## src/rtl/uart_rx_param.sv

```systemverilog
// Parametrised UART receiver with a one-entry valid/ready output buffer.
// Ports:
//   clk        - system clock
//   rst        - synchronous active-high reset
//   din        - asynchronous serial line, idles high
//   dout       - received word, LSB = first bit on the line
//   dout_valid - dout and its flags hold a word
//   dout_ready - consumer accepts the word on dout_valid && dout_ready
//   parity_err - parity mismatch for the word in dout
//   frame_err  - a stop bit was sampled low for the word in dout
//   overrun    - one-cycle pulse when a completed frame is dropped
//   busy       - receiver is not in IDLE
module uart_rx_param #(
  parameter int unsigned CLKS_PER_BIT = 1250,
  parameter int unsigned DATA_BITS    = 8,
  parameter int unsigned PARITY       = 0,
  parameter int unsigned STOP_BITS    = 1
) (
  input  logic                 clk,
  input  logic                 rst,
  input  logic                 din,
  output logic [DATA_BITS-1:0] dout,
  output logic                 dout_valid,
  input  logic                 dout_ready,
  output logic                 parity_err,
  output logic                 frame_err,
  output logic                 overrun,
  output logic                 busy
);

  localparam int unsigned CW = $clog2(CLKS_PER_BIT);
  // Index counter is shared by data and stop phases; STOP_BITS <= 2 < DATA_BITS.
  localparam int unsigned IW = $clog2(DATA_BITS + 1);

  localparam logic [CW-1:0] HALF_M1   = CW'(CLKS_PER_BIT / 2 - 1);
  localparam logic [CW-1:0] FULL_M1   = CW'(CLKS_PER_BIT - 1);
  localparam logic [IW-1:0] DATA_LAST = IW'(DATA_BITS - 1);
  localparam logic [IW-1:0] STOP_LAST = IW'(STOP_BITS - 1);
  localparam logic          ODD_PAR   = (PARITY == 2);
  localparam logic          HAS_PAR   = (PARITY != 0);

  typedef enum logic [2:0] {
    S_IDLE, S_START, S_DATA, S_PARITY, S_STOP, S_BREAK
  } state_e;

  // Synchroniser and receive-side state
  logic                 sync1_q, sync2_q;
  logic                 din_s;
  state_e               state_q, state_d;
  logic [CW-1:0]        bit_cnt_q, bit_cnt_d;
  logic [IW-1:0]        idx_q, idx_d;
  logic [DATA_BITS-1:0] shift_q, shift_d;
  logic                 par_err_q, par_err_d;
  logic                 frm_err_q, frm_err_d;
  logic                 complete_c;

  // Output buffer
  logic [DATA_BITS-1:0] dout_q;
  logic                 dout_valid_q, parity_err_q, frame_err_q, overrun_q, busy_q;

  assign din_s = sync2_q;

  // Next-state and datapath updates; bit_cnt clears on every sample and state change
  always_comb begin
    state_d    = state_q;
    bit_cnt_d  = bit_cnt_q + CW'(1);
    idx_d      = idx_q;
    shift_d    = shift_q;
    par_err_d  = par_err_q;
    frm_err_d  = frm_err_q;
    complete_c = 1'b0;

    case (state_q)
      S_IDLE: begin
        bit_cnt_d = '0;
        if (!din_s) begin
          state_d   = S_START;
          idx_d     = '0;
          par_err_d = 1'b0;
          frm_err_d = 1'b0;
        end
      end
      S_START: begin
        if (bit_cnt_q == HALF_M1) begin
          bit_cnt_d = '0;
          state_d   = din_s ? S_IDLE : S_DATA;
        end
      end
      S_DATA: begin
        if (bit_cnt_q == FULL_M1) begin
          bit_cnt_d = '0;
          shift_d   = {din_s, shift_q[DATA_BITS-1:1]};
          if (idx_q == DATA_LAST) begin
            idx_d   = '0;
            state_d = HAS_PAR ? S_PARITY : S_STOP;
          end else begin
            idx_d = idx_q + IW'(1);
          end
        end
      end
      S_PARITY: begin
        if (bit_cnt_q == FULL_M1) begin
          bit_cnt_d = '0;
          par_err_d = ((^shift_q) ^ din_s) != ODD_PAR;
          state_d   = S_STOP;
        end
      end
      S_STOP: begin
        if (bit_cnt_q == FULL_M1) begin
          bit_cnt_d = '0;
          frm_err_d = frm_err_q | ~din_s;
          if (idx_q == STOP_LAST) begin
            idx_d      = '0;
            complete_c = 1'b1;
            // A low final stop bit means the line may be held low: wait it out.
            state_d    = din_s ? S_IDLE : S_BREAK;
          end else begin
            idx_d = idx_q + IW'(1);
          end
        end
      end
      S_BREAK: begin
        bit_cnt_d = '0;
        if (din_s) state_d = S_IDLE;
      end
      default: begin
        bit_cnt_d = '0;
        state_d   = S_IDLE;
      end
    endcase
  end

  // State, synchroniser and output buffer registers
  always_ff @(posedge clk) begin
    if (rst) begin
      sync1_q      <= 1'b1;
      sync2_q      <= 1'b1;
      state_q      <= S_IDLE;
      bit_cnt_q    <= '0;
      idx_q        <= '0;
      shift_q      <= '0;
      par_err_q    <= 1'b0;
      frm_err_q    <= 1'b0;
      dout_q       <= '0;
      dout_valid_q <= 1'b0;
      parity_err_q <= 1'b0;
      frame_err_q  <= 1'b0;
      overrun_q    <= 1'b0;
      busy_q       <= 1'b0;
    end else begin
      sync1_q   <= din;
      sync2_q   <= sync1_q;
      state_q   <= state_d;
      bit_cnt_q <= bit_cnt_d;
      idx_q     <= idx_d;
      shift_q   <= shift_d;
      par_err_q <= par_err_d;
      frm_err_q <= frm_err_d;
      busy_q    <= (state_d != S_IDLE);
      overrun_q <= 1'b0;

      if (complete_c) begin
        // Load when the buffer is empty or being drained this cycle; otherwise drop.
        if (!dout_valid_q || dout_ready) begin
          dout_q       <= shift_d;
          parity_err_q <= par_err_d;
          frame_err_q  <= frm_err_d;
          dout_valid_q <= 1'b1;
        end else begin
          overrun_q <= 1'b1;
        end
      end else if (dout_valid_q && dout_ready) begin
        dout_valid_q <= 1'b0;
      end
    end
  end

  assign dout       = dout_q;
  assign dout_valid = dout_valid_q;
  assign parity_err = parity_err_q;
  assign frame_err  = frame_err_q;
  assign overrun    = overrun_q;
  assign busy       = busy_q;

endmodule

```

## config.mk

```make
export PLATFORM = sky130hd
export DESIGN_NAME = uart_rx_param
export DESIGN_NICKNAME = d
export VERILOG_FILES = /design/src/rtl/uart_rx_param.sv
export SDC_FILE = /design/constraint.sdc
export NUM_CORES = 1
export LEC_CHECK = 0
export CAP_MARGIN = 20
export CORE_MARGIN = 2
export CORE_UTILIZATION = 33
export DETAILED_ROUTE_END_ITERATION = 8
export HOLD_SLACK_MARGIN = 0.08
export PLACE_DENSITY_LB_ADDON = 0.25
export SLEW_MARGIN = 10
export SYNTH_ARGS = -nofsm -noshare
export SYNTH_HDL_FRONTEND = slang
export SYNTH_SLANG_ARGS = --single-unit
```

## constraint.sdc

```tcl
create_clock -name clk -period 2.4 [get_ports clk]
set_input_delay 0.36 -clock clk [delete_from_list [all_inputs] [get_ports clk]]
set_output_delay 0.36 -clock clk [all_outputs]
set_load 0.01 [all_outputs]
```

==> results.toml <==
[worst_setup_path]
arrival_ns = 2.19
critPathKind = "flop to flop"
critPathMaxFanout = 12
crit_required_ns = 2.64
cp-end-kind = "flop"
worstSetupStartpoint = "bit_cnt_q[0]$_SDFF_PP0_"
startpoint_type = "flop"
rr_startpoint = "bit_cnt_q[0]$_SDFF_PP0_"

[place]
port_buffers = 16
routabilityCongestion = 0.750
hpwl_mm = 2.70

[synth]
synth_cells = 227
ys_seq_area_frac = 0.421
synth_xor_area_frac = 0.0685
ys_seq_elements = 43
syn_area_um2 = 2040
synthTopCellsByCount = "dfxtp_1 (43), nor2_1 (41), inv_1 (14)"
synth_compound_area_frac = 0.0851
synth_top_family_by_area = "simple AND/OR/NAND/NOR gates"
synthTopCellsByArea = "dfxtp_1 (42%), nor2_1 (7.5%), xnor2_1 (5.1%)"
yosysMostFrequentCell = "dfxtp_1"
synth_edf_count = 0
postSynth.asyncResetShare = 0
synthFlopType = "dfxtp_1"
synth_cell_types = 50
synth_fp_nets = 236
synth.largest_area_cell = "dfxtp_1"
yosys.area_share.simple = 0.262
synth_top_area_share = 0.421
synthAdderAreaFrac = 0.0306
synth.mux.area_fraction = 0.0832
avgSynthCellArea_um2 = 9.01
synth_warnings = 0

[global_routing]
grt.total_usage = 0.128
grt_max_degree = 15
grt_pass1_wl_mm = 6.80
antenna_found_initial = 0
grt_pass1_vias = 1469
grt_overflow = 0

[die]
dieHeight_um = 82.7
rows = 28
coreArea_um2 = 5960
io_pins = 17
die-area_um2 = 6840
die_w_um = 82.7
start_util = 0.343

[cts]
clk_latency_ns = 0.29
ctsHoldBuffers = 0
htreeDepth = 2
cts_buffers = 5
path_clk_slew_ns = 0.08
root_buffer = "clkbuf_8"
cts_buffer_depth = 2
cts_sinks = 43
postCtsSetupRepairBufs = 0
cts_resized = 0
cts_tree = "built"

[drt]
drt_iter0_drc = 120
drtPass1Iterations = 4
wire_per_inst_um = 12.0
drcViolationCount = 0
drt-vias-per-instance = 4.97
detail-route-antenna-nets = 0
totalWireLength_mm = 3.83
vias = 1586

[timing]
slew_headroom = 0.626
finClkSkew_ns = 0.00979
finalCritPeriodShare = 0.813
tns_ns = 0
final-hold-violation-count = 0
worst_slew_pin_slew_ns = 0.559
setup_viol = 0
max_freq_ghz = 0.513
rsz0062_at_grt = "false"
min_period_ns = 1.95
slew_viol_final = 0

[cells_and_area]
nNetsFinal = 252
area_growth_pct = 15.3
postLayoutCoreUtil = 0.396
drive_gt1_frac = 0.123
diodes = 0

[worst_hold_path]
min_from = "sync1_q$_SDFF_PP1_"
hold_path_class = "flop to flop"

[power]
p_per_area_nw_per_um2 = 524
p_leak_nw = 0.825
vdd_drop_max_uv = 274

[run]
drv_cap = 0

[run_status]
outcome = "completed"
==> where the power goes <==
| group | switching [mW] | total (mW) | internal (mW) |
|---|---|---|---|
| logic | 0.0298 | 0.0564 | 0.0266 |
| registers | 0.0126 | 0.733 | 0.720 |
| clock network | 0.241 | 0.445 | 0.203 |
==> per-stage QoR <==
| step | instances | area, µm² | hold slack (ns) | total power, mW | worst slack (ns) |
|---|---|---|---|---|---|
| 6_report | 319 | 2360 | 0.429 | 1.23 | 0.449 |
| 4_1_cts | 319 | 2360 | 0.432 | 1.26 | 0.427 |
| 2_1_floorplan | 227 | 2040 | 0.389 | 0.786 | 0.576 |
| 3_3_place_gp | 311 | 2270 | 0.400 | 0.807 | 0.468 |
| 3_5_place_dp | 311 | 2270 | 0.410 | 0.807 | 0.458 |
| 5_1_grt | 319 | 2360 | 0.445 | 1.30 | 0.296 |
==> layout by cell type (no fill, tap or decap), types with 2 or more instances in the layout <==
cell type	instances
a32oi_1	2
nor2_1	41
clkdlybuf4s50_1	16
mux2_2	8
inv_1	14
nand2_1	6
mux2i_1	8
nor2b_1	2
or2_2	4
nand4_1	2
dfxtp_1	43
nand2b_1	4
buf_4	3
nor3b_1	4
o211ai_1	2
nand3_1	13
a31oi_1	3
nor3_1	8
ha_1	5
xor2_1	4
a21oi_1	5
clkbuf_8	5
xnor2_1	12
o221ai_1	2
==> logic make-up (layout without fill, tap and decap cells) <==
family | after synthesis | count (layout)
AND/OR/NAND/NOR | 99 | 99
flip-flops | 43 | 43
AO/OA/AOI/OAI | 24 | 24
buffers and inverters | 24 | 41
XOR/XNOR | 16 | 16
multiplexers | 16 | 16
adder cells (fa/ha/maj) | 5 | 5
==> cell type report <==
class	count	area, µm²
timing repair buffer	19	183
clock buffer	6	72.6
inverter	14	52.6
sequential	43	861
clock inverter	2	12.5
multi-input combinational	160	1080
fill	629	3600
tap	75	93.8
==> worst max-delay path, cell delays in order, from the launching register on <==
cell and delay [ns]:
dfxtp_1 0.43, ha_1 0.17, and4bb_2 0.30, and3_4 0.22, and4_4 0.33, mux2_2 0.35
nor2_1 0.08
==> sequential cells by signal, summed over array words and instances (netlist names) <==
name and flops:
bit_cnt_q 11, dout 8, shift_q 8, idx_q 4, state_q 3, busy 1
din_s 1, dout_valid 1, frame_err 1, frm_err_q 1, overrun 1, par_err_q 1
parity_err 1, sync1_q 1
==> per-layer routing <==
layer  GRT usage  share of wire  up-vias
met2       0.190           0.43       31
li1            -              -      814
met3      0.0359          0.041        6
met5           0              0        -
met4      0.0508          0.013        0
met1       0.177           0.52      735
==> worst paths after layout <==
| check | end | slack [ns] | cells after the start |
|---|---|---|---|
| max | dout[5]$_SDFFE_PP0P_ | 0.45 | 6 |
| min | din_s$_SDFF_PP1_ | 0.43 | 1 |
| max reg2reg | dout[5]$_SDFFE_PP0P_ | 0.45 | 6 |
| min reg2reg | din_s$_SDFF_PP1_ | 0.43 | 1 |
(Power assumes the default switching activity.)
